### src/rtl/spi_uc_pkg.sv
// Shared types and default constants for the microcontroller SPI responder.
// Imported by the interface, the synchroniser and the top level.
package spi_uc_pkg;

    localparam int SPI_WORD_BITS   = 16;
    localparam int SPI_SYNC_STAGES = 2;

    typedef enum logic [1:0] {
        IDLE  = 2'd0,
        SHIFT = 2'd1,
        DONE  = 2'd2
    } spi_state_e;

endpackage : spi_uc_pkg

### src/rtl/spi_slave_uc_if.sv
// Pin-level bundle between the SPI master/core side and the responder.
// The slave modport is the responder's view of the bundle.
interface spi_slave_uc_if
    import spi_uc_pkg::*;
#(
    parameter int outBits = SPI_WORD_BITS
) ();

    logic               SCK;
    logic               CSbar;
    logic               MOSI;
    logic               MISO;
    logic               MISO_OE;
    logic [outBits-1:0] DATA_TX;
    logic               TX_WE;
    logic [outBits-1:0] DATA_RX;
    logic               RX_VALID;
    logic               BUSY;
    logic               FRAME_ERR;

    modport slave (
        input  SCK, CSbar, MOSI, DATA_TX, TX_WE,
        output MISO, MISO_OE, DATA_RX, RX_VALID, BUSY, FRAME_ERR
    );

    modport master (
        output SCK, CSbar, MOSI, DATA_TX, TX_WE,
        input  MISO, MISO_OE, DATA_RX, RX_VALID, BUSY, FRAME_ERR
    );

endinterface : spi_slave_uc_if

### src/rtl/spi_sync_edge.sv
// Multi-flop synchroniser followed by a history flop; reports the settled
// level plus single-cycle rise/fall strobes derived from last stage vs history.
module spi_sync_edge
    import spi_uc_pkg::*;
#(
    parameter int SYNC_STAGES = SPI_SYNC_STAGES
) (
    input  logic clk,
    input  logic rst_n,
    input  logic d,
    output logic level,
    output logic rise,
    output logic fall
);

    logic [SYNC_STAGES-1:0] sync_q, sync_d;
    logic                   hist_q, hist_d;

    always_comb begin
        sync_d = {sync_q[SYNC_STAGES-2:0], d};
        hist_d = sync_q[SYNC_STAGES-1];
    end

    // Clearing to 0 means a select held low through reset never looks like a new falling edge.
    always_ff @(posedge clk) begin
        if (!rst_n) begin
            sync_q <= '0;
            hist_q <= 1'b0;
        end else begin
            sync_q <= sync_d;
            hist_q <= hist_d;
        end
    end

    assign level = sync_q[SYNC_STAGES-1];
    assign rise  = level & ~hist_q;
    assign fall  = ~level & hist_q;

endmodule : spi_sync_edge

### src/rtl/spi_slave_uc.sv
// SPI responder: oversamples SCK/CSbar/MOSI on SYS_CLK, samples MOSI and
// advances MISO on SCK falling edges, and reports complete or aborted frames.
module spi_slave_uc
    import spi_uc_pkg::*;
#(
    parameter int outBits     = SPI_WORD_BITS,
    parameter int SYNC_STAGES = SPI_SYNC_STAGES
) (
    input  logic           SYS_CLK,
    input  logic           RSTbar,
    spi_slave_uc_if.slave  bus
);

    localparam int CNT_W = $clog2(outBits + 1);

    logic sck_fall, cs_rise, cs_fall, mosi_lvl;
    logic sck_lvl_unused, sck_rise_unused, cs_lvl_unused;
    logic [1:0] mosi_edges_unused;

    spi_sync_edge #(.SYNC_STAGES(SYNC_STAGES)) u_sync_sck (
        .clk(SYS_CLK), .rst_n(RSTbar), .d(bus.SCK),
        .level(sck_lvl_unused), .rise(sck_rise_unused), .fall(sck_fall)
    );

    spi_sync_edge #(.SYNC_STAGES(SYNC_STAGES)) u_sync_cs (
        .clk(SYS_CLK), .rst_n(RSTbar), .d(bus.CSbar),
        .level(cs_lvl_unused), .rise(cs_rise), .fall(cs_fall)
    );

    spi_sync_edge #(.SYNC_STAGES(SYNC_STAGES)) u_sync_mosi (
        .clk(SYS_CLK), .rst_n(RSTbar), .d(bus.MOSI),
        .level(mosi_lvl), .rise(mosi_edges_unused[0]), .fall(mosi_edges_unused[1])
    );

    spi_state_e         state_q, state_d;
    logic [CNT_W-1:0]   cnt_q, cnt_d;
    logic [outBits-1:0] rx_shift_q, rx_shift_d;
    logic [outBits-1:0] tx_shift_q, tx_shift_d;
    logic [outBits-1:0] tx_hold_q, tx_hold_d;
    logic [outBits-1:0] data_rx_q, data_rx_d;
    logic [outBits-1:0] rx_next;
    logic               miso_q, miso_d;
    logic               oe_q, oe_d;
    logic               busy_q, busy_d;
    logic               rx_valid_q, rx_valid_d;
    logic               frame_err_q, frame_err_d;

    // The MSBs only matter once shifted out or captured via rx_next.
    logic unused_msbs;
    assign unused_msbs = ^{rx_shift_q[outBits-1], tx_shift_q[outBits-1]};

    always_comb begin
        state_d     = state_q;
        cnt_d       = cnt_q;
        rx_shift_d  = rx_shift_q;
        tx_shift_d  = tx_shift_q;
        tx_hold_d   = bus.TX_WE ? bus.DATA_TX : tx_hold_q;
        data_rx_d   = data_rx_q;
        miso_d      = miso_q;
        oe_d        = oe_q;
        busy_d      = busy_q;
        rx_valid_d  = 1'b0;
        frame_err_d = 1'b0;
        rx_next     = {rx_shift_q[outBits-2:0], mosi_lvl};

        case (state_q)
            IDLE: begin
                miso_d = 1'b0;
                oe_d   = 1'b0;
                busy_d = 1'b0;
                // tx_hold_d already carries a coincident TX_WE (write-through).
                if (cs_fall) begin
                    tx_shift_d = tx_hold_d;
                    miso_d     = tx_hold_d[outBits-1];
                    oe_d       = 1'b1;
                    busy_d     = 1'b1;
                    cnt_d      = '0;
                    state_d    = SHIFT;
                end
            end
            SHIFT: begin
                if (cs_rise) begin
                    state_d     = IDLE;
                    miso_d      = 1'b0;
                    oe_d        = 1'b0;
                    busy_d      = 1'b0;
                    frame_err_d = (cnt_q != '0);
                end else if (sck_fall) begin
                    rx_shift_d = rx_next;
                    tx_shift_d = {tx_shift_q[outBits-2:0], 1'b0};
                    miso_d     = tx_shift_q[outBits-2];
                    cnt_d      = cnt_q + CNT_W'(1);
                    if (cnt_q == CNT_W'(outBits - 1)) begin
                        data_rx_d  = rx_next;
                        rx_valid_d = 1'b1;
                        miso_d     = 1'b0;
                        state_d    = DONE;
                    end
                end
            end
            DONE: begin
                miso_d = 1'b0;
                if (cs_rise) begin
                    state_d = IDLE;
                    oe_d    = 1'b0;
                    busy_d  = 1'b0;
                end
            end
            default: begin
                state_d = IDLE;
                miso_d  = 1'b0;
                oe_d    = 1'b0;
                busy_d  = 1'b0;
            end
        endcase
    end

    always_ff @(posedge SYS_CLK) begin
        if (!RSTbar) begin
            state_q     <= IDLE;
            cnt_q       <= '0;
            rx_shift_q  <= '0;
            tx_shift_q  <= '0;
            tx_hold_q   <= '0;
            data_rx_q   <= '0;
            miso_q      <= 1'b0;
            oe_q        <= 1'b0;
            busy_q      <= 1'b0;
            rx_valid_q  <= 1'b0;
            frame_err_q <= 1'b0;
        end else begin
            state_q     <= state_d;
            cnt_q       <= cnt_d;
            rx_shift_q  <= rx_shift_d;
            tx_shift_q  <= tx_shift_d;
            tx_hold_q   <= tx_hold_d;
            data_rx_q   <= data_rx_d;
            miso_q      <= miso_d;
            oe_q        <= oe_d;
            busy_q      <= busy_d;
            rx_valid_q  <= rx_valid_d;
            frame_err_q <= frame_err_d;
        end
    end

    assign bus.MISO      = miso_q;
    assign bus.MISO_OE   = oe_q;
    assign bus.DATA_RX   = data_rx_q;
    assign bus.RX_VALID  = rx_valid_q;
    assign bus.BUSY      = busy_q;
    assign bus.FRAME_ERR = frame_err_q;

endmodule : spi_slave_uc

### src/flat_wrapper.sv
// flat-port wrapper written by rule: the top's interface ports become plain ports
module spi_slave_uc_flat import spi_uc_pkg::*;
#(
    parameter int outBits     = SPI_WORD_BITS,
    parameter int SYNC_STAGES = SPI_SYNC_STAGES
)
  (SYS_CLK, RSTbar, bus_SCK, bus_CSbar, bus_MOSI, bus_DATA_TX, bus_TX_WE, bus_MISO, bus_MISO_OE, bus_DATA_RX, bus_RX_VALID, bus_BUSY, bus_FRAME_ERR);
  spi_slave_uc_if #(.outBits(outBits)) bus_i ();
  input  logic SYS_CLK;
  input  logic RSTbar;
  input wire logic [$bits(bus_i.SCK)-1:0] bus_SCK;
  input wire logic [$bits(bus_i.CSbar)-1:0] bus_CSbar;
  input wire logic [$bits(bus_i.MOSI)-1:0] bus_MOSI;
  input wire logic [$bits(bus_i.DATA_TX)-1:0] bus_DATA_TX;
  input wire logic [$bits(bus_i.TX_WE)-1:0] bus_TX_WE;
  output wire logic [$bits(bus_i.MISO)-1:0] bus_MISO;
  output wire logic [$bits(bus_i.MISO_OE)-1:0] bus_MISO_OE;
  output wire logic [$bits(bus_i.DATA_RX)-1:0] bus_DATA_RX;
  output wire logic [$bits(bus_i.RX_VALID)-1:0] bus_RX_VALID;
  output wire logic [$bits(bus_i.BUSY)-1:0] bus_BUSY;
  output wire logic [$bits(bus_i.FRAME_ERR)-1:0] bus_FRAME_ERR;
  assign bus_i.SCK = bus_SCK;
  assign bus_i.CSbar = bus_CSbar;
  assign bus_i.MOSI = bus_MOSI;
  assign bus_i.DATA_TX = bus_DATA_TX;
  assign bus_i.TX_WE = bus_TX_WE;
  assign bus_MISO = bus_i.MISO;
  assign bus_MISO_OE = bus_i.MISO_OE;
  assign bus_DATA_RX = bus_i.DATA_RX;
  assign bus_RX_VALID = bus_i.RX_VALID;
  assign bus_BUSY = bus_i.BUSY;
  assign bus_FRAME_ERR = bus_i.FRAME_ERR;
  spi_slave_uc #(.outBits(outBits), .SYNC_STAGES(SYNC_STAGES)) u_core (.SYS_CLK(SYS_CLK), .RSTbar(RSTbar), .bus(bus_i));
endmodule
### config.mk
export PLATFORM = sky130hd
export DESIGN_NAME = spi_slave_uc_flat
export DESIGN_NICKNAME = d
export VERILOG_FILES = /design/src/rtl/spi_uc_pkg.sv /design/src/rtl/spi_slave_uc_if.sv /design/src/rtl/spi_sync_edge.sv /design/src/rtl/spi_slave_uc.sv /design/src/flat_wrapper.sv
export SDC_FILE = /design/constraint.sdc
export NUM_CORES = 1
export LEC_CHECK = 0
export CAP_MARGIN = 5
export CORE_MARGIN = 1.5
export CORE_UTILIZATION = 50
export CTS_CLUSTER_DIAMETER = 120
export DETAILED_ROUTE_END_ITERATION = 10
export DONT_BUFFER_PORTS = 1
export HOLD_SLACK_MARGIN = 0.12
export PLACE_DENSITY = 0.68
export SYNTH_ARGS = -nofsm -noshare
export SYNTH_HDL_FRONTEND = slang
export SYNTH_SLANG_ARGS = --single-unit
### constraint.sdc
create_clock -name SYS_CLK -period 4.18 [get_ports SYS_CLK]
set_input_delay 1.254 -clock SYS_CLK [delete_from_list [all_inputs] [get_ports SYS_CLK]]
set_output_delay 1.254 -clock SYS_CLK [all_outputs]
set_load 0.05 [all_outputs]
Word level (Yosys, flattened, before mapping)
Cells that the tools add are included.
{"block": "word_totals", "register_bits": 81, "inputBits": 22, "out_inout_bits": 21, "word_cells": 70}
{"block": "op_classes", "n_eq_ne": 10, "n_addsub": 1, "bitwise_logic": 10, "n_reduce_logical": 10, "n_mux": 24}
{"operator": "$mux 15", "count": 3}
{"operator": "$pmux 15 s2", "count": 1}
{"operator": "$mux 16", "count": 1}
{"operator": "$mux 5", "count": 3}
{"operator": "$reduce_and 4->1", "count": 3}
{"operator": "$mux 2", "count": 5}
{"operator": "$pmux 5 s2", "count": 1}
{"operator": "$ne 2x1->1 const B", "count": 4}
{"operator": "$mux 1", "count": 7}
{"operator": "$not 1->1", "count": 7}
{"operator": "$ne 3x1->1 const B", "count": 2}
{"operator": "$pmux 2 s3", "count": 1}
{"operator": "$reduce_and 3->1", "count": 2}
{"operator": "$add 5x1->5 const B", "count": 1}
{"operator": "$eq 5x4->1 const B", "count": 1}
{"operator": "$reduce_bool 5->1", "count": 1}
{"operator": "$pmux 1 s2", "count": 2}
{"operator": "$reduce_or 4->1", "count": 1}
{"operator": "$and 1x1->1", "count": 3}
{"operator": "$eq 2x1->1 const B", "count": 1}
{"operator": "$eq 2x2->1 const B", "count": 1}
{"operator": "$logic_not 2->1", "count": 1}
{"operator": "$ne 2x2->1 const B", "count": 1}
{"operator": "$reduce_bool 2->1", "count": 1}
{"operator": "$reduce_or 2->1", "count": 1}

Logic depth before layout (Yosys ltp)
{"block": "depth", "word_depth": 5, "ltp_mapped": 8, "depth_no_buf": 7}

Modules after synthesis
Synthesis repeated with hierarchy kept, for this count alone.
{"block": "hier_totals", "hier_cells": 375, "area_unflattened_um2": 3365.7}
{"module": "spi_slave_uc", "instances": 1, "seq_area_each_um2": 1461.4, "cells_each": 351, "area_per_inst_um2": 3091.7}
{"module": "spi_sync_edge", "instances": 3, "seq_area_each_um2": 60.1, "cells_each": 8, "area_per_inst_um2": 91.3}

Worst setup path after synthesis
No wires, ideal clock.
{"block": "synth_timing", "kind": "input to register", "start": "in bus_TX_WE", "end": "reg u_core.tx_shift_q[0]", "n_path_buf": 2, "cell_stages": 5, "required_ns": 4.064, "arrival_ns": 2.108, "setup_time_ns": 0.116, "setup_slack_ns": 1.956, "cell_sequence": "buf_2 > buf_4 > mux2i_1 > nor4_1 > a31o_1"}
{"block": "synth_between", "elab_chain_cells": 3}
{"item": "start: declaration", "line": "flat_wrapper.sv:15", "rtl": "input wire logic [$bits(bus_i.TX_WE)-1:0] bus_TX_WE;"}
{"item": "$mux 16", "line": "spi_slave_uc.sv:57", "rtl": "tx_hold_d = bus.TX_WE ? bus.DATA_TX : tx_hold_q;"}
{"item": "$mux 15", "line": "spi_slave_uc.sv:72", "rtl": "if (cs_fall) begin"}
{"item": "$pmux 15 s2", "line": "spi_slave_uc.sv:66", "rtl": "case (state_q)"}
{"item": "end signal: assignment", "line": "spi_slave_uc.sv:135", "rtl": "tx_shift_q <= tx_shift_d;"}
{"item": "end: declaration", "line": "spi_slave_uc.sv:38", "rtl": "logic [outBits-1:0] tx_shift_q, tx_shift_d;"}
Every way passes these cells. The select of a mux whose other input is x is not followed.
A chain may end at the register's enable or synchronous reset.

Worst setup path after layout
{"block": "layout_timing", "start": "reg u_core.oe_q (netlist: u_core.bus.MISO_OE)", "end": "out bus_MISO_OE"}
{"item": "start: declaration", "line": "spi_slave_uc.sv:43", "rtl": "logic oe_q, oe_d;"}
{"item": "start signal: assignment", "line": "spi_slave_uc.sv:127", "rtl": "oe_q <= 1'b0;"}
{"item": "start signal: assignment", "line": "spi_slave_uc.sv:139", "rtl": "oe_q <= oe_d;"}
{"item": "end: declaration", "line": "flat_wrapper.sv:17", "rtl": "output wire logic [$bits(bus_i.MISO_OE)-1:0] bus_MISO_OE;"}
No word-level cell between the ends.

==> reports/summary.txt <==
GRT overflow -> 0
Average cell area after synthesis -> 9.69 µm²
Max-cap viol count -> 0
Initial detailed-routing violation count -> 91
Post-synth EDFFs -> 0
Primary FF master, synth -> dfxtp_1
Layout cell share with drive strength beyond 1 -> 7.08%
Clk_lat worst skew -> 0.35 ns
Tmin final -> 2.56 ns
Mapped Area -> 3330 µm²
Die height -> 84.7 µm
DR WL/cell -> 12.9 µm
Cells after Synth -> 344
YS warnings -> 0
Layout net count -> 364
Post-route cell area -> 3460 µm²
Max-slew violation count -> 0
First-pass DRT Iterations -> 4
VDD IR max -> 0.291 mV
N_diodes -> 0
Starting Density -> 52.2%
WHS Endpoint -> u_core.u_sync_cs.sync_q[1]$_SDFF_PN0_
Total power -> 1.54 mW
Dpl hpwl -> 3.54 mm
Part of the cycle the worst path needs -> 61.3%
Met3 usage -> 5.80%
Clock buffer depth -> 2
Hold Crit Class -> flip-flop to flip-flop
Switching Fraction -> 29.5%
Synth top area share -> 48.6%
Clk slew on worst S/H paths -> 0.08 ns
Num CTS Buffers -> 9
Syn Nets -> 374
M1 GR Usage -> 22.0%
Synthesis-stage register bit count -> 81
Setup repair bufs after CTS -> 0
H-Tree Depth -> 3
Largest area contributor in the netlist -> dfxtp_1
# DRC -> 0
Post-cts hold buffer count -> 0
Cell Pwr Density -> 445 nW/µm²
Port bufs -> 0
Status -> finished, final reports clean
Yosys cell types -> 42
Measured slew at the worst slew-check pin -> 0.984 ns
FF-to-FF Start -> u_core.state_q[1]$_SDFFE_PN0P_
First-pass GRT wire length -> 9.41 mm
CP max FO -> 3
Sequential-to-total area share from yosys stat -> 48.6%
Sequential Power Share -> 53.2%
Leakage power -> 1.64 nW
GPL Wtd Cong -> 0.731
Total Routing Usage GR -> 16.4%
Final Non-Filler Cells -> 416
Max-Slew Margin vs Limit -> 34.4%
Peak Freq -> 390 MHz
Post-CTS sizing -> 0
M2 GR Usage -> 24.0%
R2R setup slack -> 1.93 ns
Vias in the first global route -> 1,998
Most area-consuming cells after synthesis -> dfxtp_1, mux2i_1, nand2_1
Initial antenna violation count -> 0
Depth of the most critical reg-to-reg path -> 6
Site row count -> 29
Pint -> 1.09 mW
Final ANT Viol Nets -> 0
CP Capture Type -> primary output
Dpl cell area -> 3280 µm²
Setup crit start kind -> flip-flop
CP required -> 2.93 ns
Gr busiest metal -> met2
DR vias -> 2,168
Setup Skew -> 0.00621 ns
Hold_sp -> u_core.u_sync_cs.sync_q[0]$_SDFF_PN0_
Die ar. -> 7170 µm²
Crit path DAT -> 1.31 ns
Core box area -> 6390 µm²
Critical path type -> flip-flop to primary output
Via/cell ratio -> 5.21
Worst reg2reg endpoint -> u_core.tx_shift_q[10]$_SDFFE_PN0P_
Hold_ws -> 0.437 ns
Sum Neg Setup Slack -> 0 ns
Hold Crit Depth -> 1
DRT Wirelength -> 5.37 mm
Synth async-reset ratio -> 0%
Area growth, synth to finish -> 3.71%
CTS tree -> built
Post-Place Cells -> 400
Largest net degree at the start of global routing -> 49
Die X -> 84.7 µm
Clk sink count -> 81
Fin. Hold Viols -> 0
NetSw -> 454 µW
Clock power share -> 33.4%
Comb power frac -> 13.5%
CTS root buf -> clkbuf_8
Num ports -> 43
RSZ-0062 raised after global routing -> false
Setup Viol. Count Final -> 0
-- worst max-delay path by stage --
stage | from | endpoint | cells after the start
6_report | u_core.bus.MISO_OE$_SDFFE_PN0P_ | bus_MISO_OE | 0
5_1_grt | u_core.bus.MISO_OE$_SDFFE_PN0P_ | bus_MISO_OE | 0
4_1_cts | u_core.bus.MISO_OE$_SDFFE_PN0P_ | bus_BUSY | 0
2_1_floorplan | bus_TX_WE | u_core.tx_shift_q[0]$_SDFFE_PN0P_ | 5
3_3_place_gp | u_core.state_q[1]$_SDFFE_PN0P_ | u_core.cnt_q[3]$_SDFFE_PN0P_ | 6
3_5_place_dp | u_core.state_q[1]$_SDFFE_PN0P_ | u_core.tx_shift_q[4]$_SDFFE_PN0P_ | 6
-- registers in the layout, indices dropped and copies added, names as in the netlist --
name and count:
u_core.rx_shift_q 15, u_core.bus.MISO_OE 1, u_core.u_sync_cs.hist_q 1, u_core.tx_hold_q 16, u_core.bus.FRAME_ERR 1, u_core.state_q 2, u_core.bus.RX_VALID 1, u_core.cnt_q 5
u_core.bus.MISO 1, u_core.bus.DATA_RX 16, u_core.u_sync_cs.sync_q 2, u_core.u_sync_sck.sync_q 2, u_core.u_sync_sck.hist_q 1, u_core.u_sync_mosi.sync_q 2, u_core.tx_shift_q 15
-- final cells by class --
class,instances,area (µm²)
Fill cell,576,2930
Tap cell,77,96.3
Sequential cell,81,1620
Timing Repair Buffer,2,15.0
Clock buffer,9,124
Clock inverter,7,55.1
Multi-Input combinational cell,232,1520
Inverter,8,30.0
-- power by group through the flow --
stage	registers [mW]	clock network (mW)	logic, mW
floorplan	0.832	0	0.193
global placement	0.835	0	0.203
detailed placement	0.837	0	0.208
CTS	0.819	0.533	0.209
global route	0.822	0.572	0.240
finish	0.819	0.514	0.208
-- metrics by stage --
stage | setup slack (ns) | util (%)
2_1_floorplan | 1.96 | -
3_3_place_gp | 1.94 | 51.4
3_5_place_dp | 1.91 | 51.4
4_1_cts | 1.59 | 54.2
5_1_grt | 1.57 | 54.2
6_report | 1.62 | 54.2
-- cell usage in the layout (no fill, tap or decap), drive strengths merged, types with 5 or more instances in the layout --
cell | Yosys | routed
and2 | 9 | 9
clkbuf | 10 | 9
clkinv | 1 | 5
dfxtp | 81 | 81
ha | 8 | 8
inv | 7 | 8
mux2i | 64 | 64
nand2 | 51 | 51
nor2 | 51 | 51
o21ai | 17 | 17
-- metal layers --
layer | up-vias | share of wire, %
met5 | - | 0
met4 | 0 | 2.0
met3 | 12 | 4.9
met2 | 42 | 43
met1 | 993 | 50
li1 | 1121 | -
-- synth_stat cells (3+ instances only) --
| cell type | count |
|---|---|
| dfxtp_1 | 81 |
| inv_1 | 6 |
| clkbuf_1 | 9 |
| o21ai_0 | 17 |
| and2_1 | 8 |
| nor2_1 | 51 |
| nand3_1 | 3 |
| buf_4 | 5 |
| ha_1 | 8 |
| nand2_1 | 51 |
| buf_6 | 3 |
| mux2i_1 | 64 |
-- cell families after synthesis --
kind of cell | count (synthesis) | share of synthesized area, %
DFF | 81 | 48.6
AOI/OAI and AO/OA | 33 | 6.57
muxes | 64 | 19.2
adders and majority gates | 8 | 3.00
buffers and inverters | 31 | 5.89
and+or+nand+nor | 127 | 16.7
No activity file was read; power rests on OpenSTA's default activity.
